<file path="src/rtl/dmem_req_ctrl.sv">
// dmem_req_ctrl
//   Data-memory request controller between the MEM stage and the dmem bus.
//   Accepts one load or store from the MEM stage at a time and issues it as a
//   single valid/ready bus request. It holds the pipeline until the response
//   returns and converts bus errors and response timeouts into access-fault
//   traps.
// Ports
//   CLK, RST_N                     clock (rising edge), async active-low reset
//   REQ_VALID/WE/ADDR/WMASK/WDATA  MEM-stage request (mask/data from store_unit)
//   FLUSH                          abandon the current request
//   STALL                          hold the MEM stage
//   RSP_VALID/RDATA/TRAP_VALID/TRAP_MCAUSE  one-cycle completion report
//   DMEM_REQ_VALID/READY, DMEM_ADDR/WE/WMASK/WDATA  bus request channel
//   DMEM_RSP_VALID/RDATA/ERR       bus response channel
module dmem_req_ctrl #(
  parameter int unsigned TIMEOUT_CYCLES = 255
) (
  input  logic        CLK,
  input  logic        RST_N,
  input  logic        REQ_VALID,
  input  logic        REQ_WE,
  input  logic [31:0] REQ_ADDR,
  input  logic [3:0]  REQ_WMASK,
  input  logic [31:0] REQ_WDATA,
  input  logic        FLUSH,
  output logic        STALL,
  output logic        RSP_VALID,
  output logic [31:0] RSP_RDATA,
  output logic        RSP_TRAP_VALID,
  output logic [30:0] RSP_TRAP_MCAUSE,
  output logic        DMEM_REQ_VALID,
  input  logic        DMEM_REQ_READY,
  output logic [31:0] DMEM_ADDR,
  output logic        DMEM_WE,
  output logic [3:0]  DMEM_WMASK,
  output logic [31:0] DMEM_WDATA,
  input  logic        DMEM_RSP_VALID,
  input  logic [31:0] DMEM_RSP_RDATA,
  input  logic        DMEM_RSP_ERR
);

  localparam int unsigned CW = $clog2(TIMEOUT_CYCLES + 1);
  localparam logic [CW-1:0] CNT_LIMIT = CW'(TIMEOUT_CYCLES);

  localparam logic [30:0] TRAP_CODE_LOAD_ACCESS_FAULT  = 31'd5;
  localparam logic [30:0] TRAP_CODE_STORE_ACCESS_FAULT = 31'd7;

  localparam logic [1:0] ST_IDLE  = 2'd0;
  localparam logic [1:0] ST_REQ   = 2'd1;
  localparam logic [1:0] ST_WAIT  = 2'd2;
  localparam logic [1:0] ST_DRAIN = 2'd3;

  logic [1:0]    state_q, state_d;
  logic [31:0]   addr_q, addr_d;
  logic          we_q, we_d;
  logic [3:0]    wmask_q, wmask_d;
  logic [31:0]   wdata_q, wdata_d;
  logic [CW-1:0] cnt_q, cnt_d;
  logic          rsp_valid_q, rsp_valid_d;
  logic [31:0]   rsp_rdata_q, rsp_rdata_d;
  logic          rsp_trap_q, rsp_trap_d;
  logic [30:0]   rsp_mcause_q, rsp_mcause_d;

  logic          idle_accept;
  logic [CW-1:0] cnt_inc;
  logic [30:0]   fault_code;
  logic          unused_addr_lsb;

  // Byte offset is not needed on the word-addressed bus.
  assign unused_addr_lsb = ^REQ_ADDR[1:0];

  // A store with an empty mask is misaligned; store_unit raises that trap itself.
  assign idle_accept = (state_q == ST_IDLE) & REQ_VALID & ~FLUSH &
                       ~(REQ_WE & (REQ_WMASK == 4'h0));

  assign cnt_inc    = (cnt_q == CNT_LIMIT) ? cnt_q : cnt_q + CW'(1);
  assign fault_code = we_q ? TRAP_CODE_STORE_ACCESS_FAULT : TRAP_CODE_LOAD_ACCESS_FAULT;

  always_comb begin
    state_d      = state_q;
    addr_d       = addr_q;
    we_d         = we_q;
    wmask_d      = wmask_q;
    wdata_d      = wdata_q;
    cnt_d        = cnt_q;
    rsp_valid_d  = 1'b0;
    rsp_rdata_d  = '0;
    rsp_trap_d   = 1'b0;
    rsp_mcause_d = '0;
    case (state_q)
      ST_IDLE: begin
        if (idle_accept) begin
          addr_d  = {REQ_ADDR[31:2], 2'b00};
          we_d    = REQ_WE;
          wmask_d = REQ_WE ? REQ_WMASK : 4'h0;
          wdata_d = REQ_WE ? REQ_WDATA : 32'h0;
          state_d = ST_REQ;
        end
      end
      ST_REQ: begin
        if (DMEM_REQ_READY) begin
          cnt_d   = '0;
          // Flushed in the accept cycle: the bus still owes a response, so drain it.
          state_d = FLUSH ? ST_DRAIN : ST_WAIT;
        end else if (FLUSH) begin
          state_d = ST_IDLE;
        end
      end
      ST_WAIT: begin
        cnt_d = cnt_inc;
        if (FLUSH) begin
          state_d = DMEM_RSP_VALID ? ST_IDLE : ST_DRAIN;
        end else if (DMEM_RSP_VALID) begin
          state_d      = ST_IDLE;
          rsp_valid_d  = 1'b1;
          rsp_rdata_d  = we_q ? 32'h0 : DMEM_RSP_RDATA;
          rsp_trap_d   = DMEM_RSP_ERR;
          rsp_mcause_d = DMEM_RSP_ERR ? fault_code : '0;
        end else if (cnt_inc == CNT_LIMIT) begin
          state_d      = ST_DRAIN;
          rsp_valid_d  = 1'b1;
          rsp_trap_d   = 1'b1;
          rsp_mcause_d = fault_code;
        end
      end
      ST_DRAIN: begin
        if (DMEM_RSP_VALID) begin
          state_d = ST_IDLE;
        end
      end
      default: state_d = ST_IDLE;
    endcase
  end

  always_ff @(posedge CLK or negedge RST_N) begin
    if (!RST_N) begin
      state_q      <= ST_IDLE;
      addr_q       <= '0;
      we_q         <= 1'b0;
      wmask_q      <= '0;
      wdata_q      <= '0;
      cnt_q        <= '0;
      rsp_valid_q  <= 1'b0;
      rsp_rdata_q  <= '0;
      rsp_trap_q   <= 1'b0;
      rsp_mcause_q <= '0;
    end else begin
      state_q      <= state_d;
      addr_q       <= addr_d;
      we_q         <= we_d;
      wmask_q      <= wmask_d;
      wdata_q      <= wdata_d;
      cnt_q        <= cnt_d;
      rsp_valid_q  <= rsp_valid_d;
      rsp_rdata_q  <= rsp_rdata_d;
      rsp_trap_q   <= rsp_trap_d;
      rsp_mcause_q <= rsp_mcause_d;
    end
  end

  assign STALL           = (state_q == ST_REQ) | (state_q == ST_WAIT) | idle_accept;
  assign RSP_VALID       = rsp_valid_q;
  assign RSP_RDATA       = rsp_rdata_q;
  assign RSP_TRAP_VALID  = rsp_trap_q;
  assign RSP_TRAP_MCAUSE = rsp_mcause_q;
  assign DMEM_REQ_VALID  = (state_q == ST_REQ);
  assign DMEM_ADDR       = addr_q;
  assign DMEM_WE         = we_q;
  assign DMEM_WMASK      = wmask_q;
  assign DMEM_WDATA      = wdata_q;

endmodule

</file>
<file path="config.mk">
export PLATFORM = sky130hd
export DESIGN_NAME = dmem_req_ctrl
export DESIGN_NICKNAME = d
export VERILOG_FILES = /design/src/rtl/dmem_req_ctrl.sv
export SDC_FILE = /design/constraint.sdc
export NUM_CORES = 1
export LEC_CHECK = 0
export CAP_MARGIN = 15
export CORE_MARGIN = 4
export CORE_UTILIZATION = 40
export CTS_CLUSTER_DIAMETER = 30
export DETAILED_ROUTE_END_ITERATION = 16
export PLACE_DENSITY = 0.91
export REMOVE_ABC_BUFFERS = 1
export SLEW_MARGIN = 20
export SYNTH_ARGS = -nofsm -noshare
export SYNTH_HDL_FRONTEND = slang
export SYNTH_SLANG_ARGS = --single-unit
</file>
<file path="constraint.sdc">
create_clock -name CLK -period 2.1 [get_ports CLK]
set_input_delay 0.42 -clock CLK [delete_from_list [all_inputs] [get_ports CLK]]
set_output_delay 0.42 -clock CLK [all_outputs]
set_load 0.005 [all_outputs]
</file>
* Yosys cells after proc, flatten, opt, wreduce, memory -nomap -nowiden
Cells that the tools add are included.
** Storage, ports and cells
- Register bits :: 142
- Latch bits :: 0
- Bits in writable memories :: 0
- ROM bits :: 0
- Bits of input ports :: 108
- Output and inout port bits :: 136
- Logic and storage cells :: 67
- Memories :: 0
** Operators by class
- Add/subtract/negate cells :: 1
- Multiply operators :: 0
- Divide/modulo/power cells :: 0
- Order comparisons :: 0
- Equality and inequality tests :: 10
- Shift operators :: 0
- Mux-type cells :: 32
- Bitwise operators :: 8
- Reduce and logical (&&, ||, !) cells :: 6
** Operators by type and width (number)
- 32-bit 2-to-1 mux :: 5
- 2-bit 2-to-1 mux :: 9
- 8-bit == test, second input constant :: 2
- 8-bit 2-to-1 mux :: 2
- 8-bit case mux with 2 select lines :: 1
- 3-bit 2-to-1 mux :: 5
- 8-bit by 1-bit adder with 8-bit output, second input constant :: 1
- 1-bit 2-to-1 mux :: 8
- 2-bit case mux with 4 select lines :: 1
- 1-bit AND :: 4
- 2-bit == test, second input constant :: 2
- 4-bit logical NOT :: 1
- 4-bit 2-to-1 mux :: 1
- 2-bit != test, second input constant :: 2
- 4-bit != test, second input constant :: 1
- 2-bit AND reduction :: 2
- 4-bit AND reduction :: 1
- 3-bit by 2-bit != test with 1-bit output, second input constant :: 1
- 2-bit by 1-bit == test with 1-bit output, second input constant :: 1
- 2-bit logical NOT :: 1
- 2-bit by 1-bit != test with 1-bit output, second input constant :: 1
- 1-bit NOT :: 2
- 1-bit bitwise OR :: 2
- 2-bit nonzero test :: 1

* Logic depth before layout (Yosys ltp)
Gate-level depths: netlist (run 1).
- Depth after elaboration :: 7
- Mapped depth :: 9
- Depth with buffers taken out :: 7

* Least setup slack after synthesis (run 1)
OpenSTA, ideal clock, no wires.
- Path type :: input to output
- Start :: input port REQ_WMASK[1]
- End :: output port STALL
- Arrival time :: 1412 ps
- Required time :: 1680 ps
- Setup slack :: 268 ps
- Stages :: 7
- Path buffers :: 3
- Cell sequence :: nor4_1 -> a211o_1 -> or2_1 -> buf_6 -> buf_6 -> buf_6 -> nand2b_1
** On the way
- Longest elaborated chain between the ends :: 5
** Ends and longest elaborated chain
- start, declared :: line 23 : input logic [3:0] REQ_WMASK,
- 4-bit logical NOT :: line 74 : ~(REQ_WE & (REQ_WMASK == 4'h0));
- 1-bit AND :: line 74
- 1-bit NOT :: line 74
- 1-bit AND :: line 73 : assign idle_accept = (state_q == ST_IDLE) & REQ_VALID & ~FLUSH &
- 1-bit bitwise OR :: line 161 : assign STALL = (state_q == ST_REQ) | (state_q == ST_WAIT) | idle_accept;
- end, declared :: line 26 : output logic STALL,
Every way passes these cells.

* Worst setup path in the final report (run 1)
- Start :: register state_q[1]
- End :: output port DMEM_REQ_VALID
** On the way
- Longest elaborated chain between the ends :: 1
** Ends and longest elaborated chain
- start, declared :: line 53 : logic [1:0] state_q, state_d;
- start signal, assigned :: line 148 : state_q <= state_d;
- 2-bit by 1-bit == test with 1-bit output :: line 166 : assign DMEM_REQ_VALID = (state_q == ST_REQ);
- end, declared :: line 31 : output logic DMEM_REQ_VALID,
Every way passes these cells.

==> results.md, run 1 <==
- Worst Slack Setup Final: roughly 71 ps
- Fraction of layout instances using a drive strength above 1: between 10% and 20%
- Pwr Total: 8.09 mW
- Final Setup Violations: 0
- Synth Flop Type: dfrtp_1
- Tmin final: 2030 ps
- Register area: roughly 2800 um^2
- Root Driver: clkbuf_16
- Critical Path RT: approximately 1700 ps
- PwrDens: 1100 nW/um^2
- Detailed-route DRC error count: 0
- Clk_skew: 4.07 ps
- Static Leak: ~3.3 nW
- Top Ports: about 240
- Number of flops mapped to enable cells by yosys: 0
- Startpoint Class: register
- Layout area overhead: 51.4%
- Total GRT Usage: 18.7%
- Number of diodes: 0
- Worst-case reg-to-reg path depth: 6
- Ys Warns: 0
- Max Cap Viol: 0
- Max rail drop VDD: 0.499 mV
- Async SR Flop Fraction: 100%
- Via density: approximately 4.9
- Final Hold Viols: 0
- DP Worst Slack: -400 ps
- Fillers: around 860
- Hold crit path type: primary input to asynchronous set/reset pin
- Register area share after synthesis: 57.7%
- Crit path capture type: output port
- Fin. max-slew vios: 0
- Post-synth top area cell: dfrtp_1
- Largest net degree at the start of global routing: 80
- Initial DRC Count: ~260
- Synth area leaders: dfrtp_1, nand2_1, mux2_4, buf_4, o21ai_0
- Die Wd: about 120 um
- Register bit total from synthesis: 112
- Drt pass-1 iters: 4
- Vias in the first global route: approximately 4k
- Setup slack on the worst flop-to-flop path: approximately 120 ps
- Worst R2R End: state_q[1]
- Global-route wire length before repair: around 21 mm
- Dpl hpwl: between 9 and 10 mm
- CP arrival: between 1500 and 2000 ps
- Unrepaired setup endpoints after global routing: no
- Syn Inst Count: 432
- WL/cell: 16.5 um
- Vert. Die Dim: between 100 and 150 um
- H-tree depth: 3
- Syn_area_per_cell: about 11 um^2
- Final net count: roughly 760
- I/O Buffers: roughly 210
- DIE AREA: between 10000 and 15000 um^2
- Core Rows: 39
- Clock tree buffer depth: 2
- Clock Pin Slew Worst Setup and Hold Paths: 70 ps
- Setup TNS Final: 0 ps
- Post-route ant nets: 0
- Status: completed
- Multi-input gate area: approximately 1800 um^2
- Worst-Skew Late Latency: roughly 340 ps
- CP Class: register to output port
- Initial Util: a little over two fifths
- Grt total ovfl: 0
- Post-Syn Area: just under 5000 um^2
- Total wire length: approximately 13 mm
- Yosys top cell area share: between 50% and 60%
- Routed vias: 3858
- Final Wtd Congestion: roughly 0.85
- TritonCTS clock tree: built
- Synth unique cells: 44
- Final worst path period share: 96.6%
- Max Fanout on Critical Path: 6
- Fmax: roughly 490 MHz
- CTS buffer count: 9
- R2r startpoint: cnt_q[0]
- Core ar.: around 12000 um^2
- Initial antenna violation count: 0
- CTS Sinks: roughly 110
## cells in the mapped netlist (all sizes together), types with 3 or more instances
library cell	instances
o21ai	44
a31oi	3
and2	34
nand3	5
ha	6
inv	5
buf	44
a21oi	10
mux2	33
dfrtp	112
nand2b	3
clkbuf	12
nand2	81
nor2b	3
nor2	6
## final cells by class
type	instances	area share, %
well taps	143	2.43
clock buffers	10	3.25
clock inverters	6	0.919
flip-flops and latches	112	38.2
multi-input cells	288	24.3
inverters	5	0.255
repair buffers	226	30.6
## kinds of logic after synthesis
group,after synthesis,synth area share (%)
simple gates,143,13.9
flops,112,57.7
compound gates,74,9.23
buf+inv,61,8.09
mux,35,9.38
fa+ha+maj,6,1.55
other cells,1,0.0773
## per-layer routing
layer  GRT usage [%]  up-vias  wire length, um
met4            6.15        0              233
met3            7.31       20             1380
met1            21.6     1826             4980
li1                -     1801                -
met2            32.0      211             6440
met5               0        -                0
## worst max path at each step
stage / start / endpoint / slack, ps
floorplan: REQ_WMASK[2] / STALL / -1250
global placement: REQ_WMASK[2] / STALL / -380
detailed placement: REQ_WMASK[1] / STALL / -400
CTS: state_q[1] / DMEM_REQ_VALID / 50
global route: cnt_q[0] / state_q[0] / 10
finish: state_q[1] / DMEM_REQ_VALID / 70
## state kept, by name (all words and copies together), names as in the netlist, 2 cells and up
| name | cells |
|---|---|
| state_q | 2 |
| RSP_RDATA | 32 |
| DMEM_ADDR | 30 |
| DMEM_WDATA | 32 |
| DMEM_WMASK | 4 |
| cnt_q | 8 |
| RSP_TRAP_MCAUSE | 2 |
## cell usage in the layout (no fill, tap or decap), types with 2 or more instances in the layout
| master | instances |
|---|---|
| buf_4 | 12 |
| nand2_1 | 81 |
| nand3_1 | 5 |
| clkdlybuf4s50_1 | 204 |
| inv_1 | 3 |
| a31oi_1 | 3 |
| buf_12 | 3 |
| mux2_2 | 16 |
| clkinvlp_4 | 2 |
| conb_1 | 30 |
| dlygate4sd2_1 | 5 |
| and3_1 | 2 |
| o21ai_0 | 44 |
| nand4_1 | 2 |
| o31ai_1 | 2 |
| a22o_1 | 2 |
| clkbuf_16 | 9 |
| mux2i_1 | 2 |
| nand2b_1 | 3 |
| nor2b_1 | 3 |
| nor2_1 | 6 |
| dfrtp_1 | 111 |
| ha_1 | 4 |
| a21oi_1 | 10 |
| a21o_1 | 2 |
| and2_1 | 34 |
| mux2_4 | 17 |
| inv_2 | 2 |
## worst max-delay path, stage by stage, from the launching register on
cell             delay, ps
dfrtp_2                460
inv_2                  110
ha_4                   180
clkdlybuf4s50_1        510
## power by group
part	switching, mW	internal, mW	leakage (nW)
sequential	0.433	2.85	1.46
combinational	1.06	1.99	1.72
clock	0.791	0.963	0.145
## per-stage QoR
step | instances | area [um^2] | hold slack (ps) | utilization, %
2_1_floorplan | 405 | 4590 | 124 | -
5_1_grt | 790 | 7350 | 394 | 63.0
3_3_place_gp | 773 | 7030 | 229 | 60.3
4_1_cts | 790 | 7340 | 393 | 63.0
3_5_place_dp | 773 | 7030 | 231 | 60.3
6_report | 790 | 7350 | 416 | 63.0
## repair_timing
item / in CTS / in global routing
hold buffers: 1 / 0
pin swaps: 1 / 0
setup endpoints to repair: 2 / 3
resized for setup: 13 / 2
gates cloned: 0 / 0
buffers inserted: 0 / 0
endpoints found under the hold margin: 3 / 0
Power figures use the tool's default switching activity.
==> run 2, diff against run 1 <==
--- a/config.mk
+++ b/config.mk
@@ -10,6 +10,7 @@
 export CORE_UTILIZATION = 40
 export CTS_CLUSTER_DIAMETER = 30
 export DETAILED_ROUTE_END_ITERATION = 16
+export HOLD_SLACK_MARGIN = 0.05
 export PLACE_DENSITY = 0.91
 export REMOVE_ABC_BUFFERS = 1
 export SLEW_MARGIN = 20
==> results of run 2 <==
The final DEF is identical to that of run 1; final timing and power are the same.
==> run 3, diff against run 2 <==
--- a/config.mk
+++ b/config.mk
@@ -5,14 +5,12 @@
 export SDC_FILE = /design/constraint.sdc
 export NUM_CORES = 1
 export LEC_CHECK = 0
-export CAP_MARGIN = 15
 export CORE_MARGIN = 4
 export CORE_UTILIZATION = 40
 export CTS_CLUSTER_DIAMETER = 30
 export DETAILED_ROUTE_END_ITERATION = 16
 export HOLD_SLACK_MARGIN = 0.05
 export PLACE_DENSITY = 0.91
-export REMOVE_ABC_BUFFERS = 1
 export SLEW_MARGIN = 20
 export SYNTH_ARGS = -nofsm -noshare
 export SYNTH_HDL_FRONTEND = slang
==> results.md, run 3 (synthesis gave the netlist of run 1 again) <==
- Status: completed
- Via density: 4.85 (-0.76%)
- Core Rows: 39 (unchanged)
- Die Wd: 118 um (unchanged)
- Dpl hpwl: 9.80 mm (-2.0%)
- Most common cell after layout, fill and taps aside: clkdlybuf4s50_1
- Setup TNS Final: 0 ps (unchanged)
- Fraction of layout instances using a drive strength above 1: 10.8% (-0.76 points)
- CTS Sinks: 112 (unchanged)
- DP Area: 7030 um^2 (about the same)
- Final Hold Viols: 0 (unchanged)
- Root Driver: clkbuf_16
- Crit path capture type: output port
- Worst Slack Setup Final: 73.3 ps (+1.96 ps)
- Final Setup Violations: 0 (unchanged)
- Worst-Skew Late Latency: 330 ps (about the same)
- DP Worst Slack: -481 ps (-80.1 ps)
- Clock Pin Slew Worst Setup and Hold Paths: 70 ps (about the same)
- Detailed-route DRC error count: 0 (unchanged)
- TritonCTS clock tree: built
- CP Class: register to output port
- Max rail drop VDD: 0.478 mV (-4.0%)
- Global-route wire length before repair: 19.9 mm (-5.3%)
- Final worst path period share: 96.5% (about the same)
- Top Ports: 244 (unchanged)
- H-tree depth: 3 (unchanged)
- Most repeated library cell on the critical path: inv_1
- Total GRT Usage: 17.3% (-1.4 points)
- I/O Buffers: 211 (unchanged)
- Grt total ovfl: 0 (unchanged)
- Finished Layout Cells: 789 (-0.13%)
- Slowest cell on crit path: dfrtp_1
- WL/cell: 15.9 um (-3.5%)
- Routed vias: 3824 (-0.88%)
- Fmax: 493 MHz (about the same)
- Fin area: 7350 um^2 (about the same)
- Clock tree buffer depth: 2 (unchanged)
- Post-placement cell count: 772 (-0.13%)
- Tmin final: 2030 ps (-1.96 ps)
- Initial DRC Count: 303 (+16%)
- Initial antenna violation count: 0 (unchanged)
- Max Fanout on Critical Path: 4 (-2)
- Final net count: 755 (-0.13%)
- CP top delay family: flip-flops
- Vias in the first global route: 3940 (+0.66%)
- Fin. max-slew vios: 0 (unchanged)
- Max incr delay on CP: 450 ps (-60 ps)
- Most frequent cells in the layout: clkdlybuf4s50_1, dfrtp_1, nand2_1, o21ai_0, and2_1
- PwrDens: 1090 nW/um^2 (-1.3%)
- Total wire length: 12.6 mm (-3.7%)
- Critical Path RT: 1680 ps (about the same)
- CTS buffer count: 9 (unchanged)
- Unrepaired setup endpoints after global routing: no
- Drt pass-1 iters: 4 (unchanged)
- Post-route ant nets: 0 (unchanged)
- CP arrival: 1610 ps (about the same)
- Vert. Die Dim: 118 um (unchanged)
- Largest net degree at the start of global routing: 78 (-2.5%)
- Static Leak: 3.35 nW (+0.57%)
- Hold crit path type: primary input to register
- Finished Core Util: 63.0% (about the same)
- Startpoint Class: register
- DIE AREA: 14000 um^2 (unchanged)
- Max Cap Viol: 0 (unchanged)
- Clk_skew: 3.82 ps (-0.252 ps)
- Core ar.: 11700 um^2 (unchanged)
- Initial Util: 41.6% (unchanged)
- Number of diodes: 0 (unchanged)
- Buf+Inv Stages, Crit Path: 3 (+1)
- Critical-path cell list: inv_1 > ha_1 > inv_1 > or2_4 > nand2b_1 > buf_2
- Final Wtd Congestion: 0.819 (-4.0%)
- Layout area overhead: 51.5% (about the same)
==> run 3: changes by cell type in the layout (fill, tap and decap cells not counted) <==
| cell | change |
|---|---|
| dfrtp_1 | +1 |
| dlygate4sd2_1 | -2 |
| clkinv_4 | +2 |
| clkinv_2 | -1 |
| clkbuf_1 | +2 |
| buf_12 | +1 |
| buf_4 | -2 |
| inv_2 | -1 |
| inv_1 | +1 |
| dlymetal6s2s_1 | +2 |
| clkbuf_8 | -1 |
| clkinvlp_4 | -2 |
| dfrtp_2 | -1 |
==> run 3: metal layers <==
layer	share of wire [%]	routed length [um]	global-route usage, %	vias up
met3	7.8	975	5.44	16
met5	0	0	0	-
met1	38	4770	19.5	1853
met2	53	6620	31.8	169
li1	-	-	-	1786
met4	1.6	197	4.47	0
==> run 3: path summary, 6_finish.rpt <==
check,end,slack [ps],cells past startpoint,start
setup / recovery,STALL,70,6,state_q[0]
hold / removal,DMEM_WMASK[3],380,3,REQ_WMASK[3]
setup reg to reg,RSP_TRAP_MCAUSE[1],130,6,cnt_q[0]
hold reg to reg,DMEM_WDATA[16],480,2,DMEM_WDATA[16]
max in group asynchronous,DMEM_ADDR[27],890,3,RST_N
min in group asynchronous,DMEM_WDATA[2],500,2,RST_N
==> run 3: report_power, final <==
group          switching [mW]  leakage (nW)  internal [mW]
Sequential              0.416          1.47           2.85
Clock                   0.740         0.144          0.937
Combinational            1.05          1.74           1.99
Total                    2.21          3.35           5.78
==> run 3: layout make-up <==
cell class | instances | area (um^2)
clock buffer | 11 | 233
clock inverter | 5 | 65.1
fill | 927 | 4310
inverter | 5 | 18.8
multi-input combinational | 288 | 1790
sequential | 112 | 2800
tap | 143 | 179
timing repair buffer | 225 | 2260
==> run 3: worst register-to-register path, delay by kind of cell (launching register included) <==
kind	cells	cell delay [ps]
simple gates	3	530
flops	1	460
compound gates	2	580
fa+ha+maj	1	300
==> run 3: what timing repair did <==
action                                 in CTS  in global routing
endpoints found under the hold margin      16                  0
resized for setup                           9                  4
pin swaps                                   1                  2
setup endpoints to repair                   2                  5
hold buffers                                1                  0
buffers inserted                            0                  0
==> run 3: metrics by stage <==
stage,hold slack [ps],power (mW)
2_1_floorplan,124,4.38
3_3_place_gp,306,6.21
3_5_place_dp,306,6.36
4_1_cts,488,8.07
5_1_grt,400,8.42
6_report,380,7.99
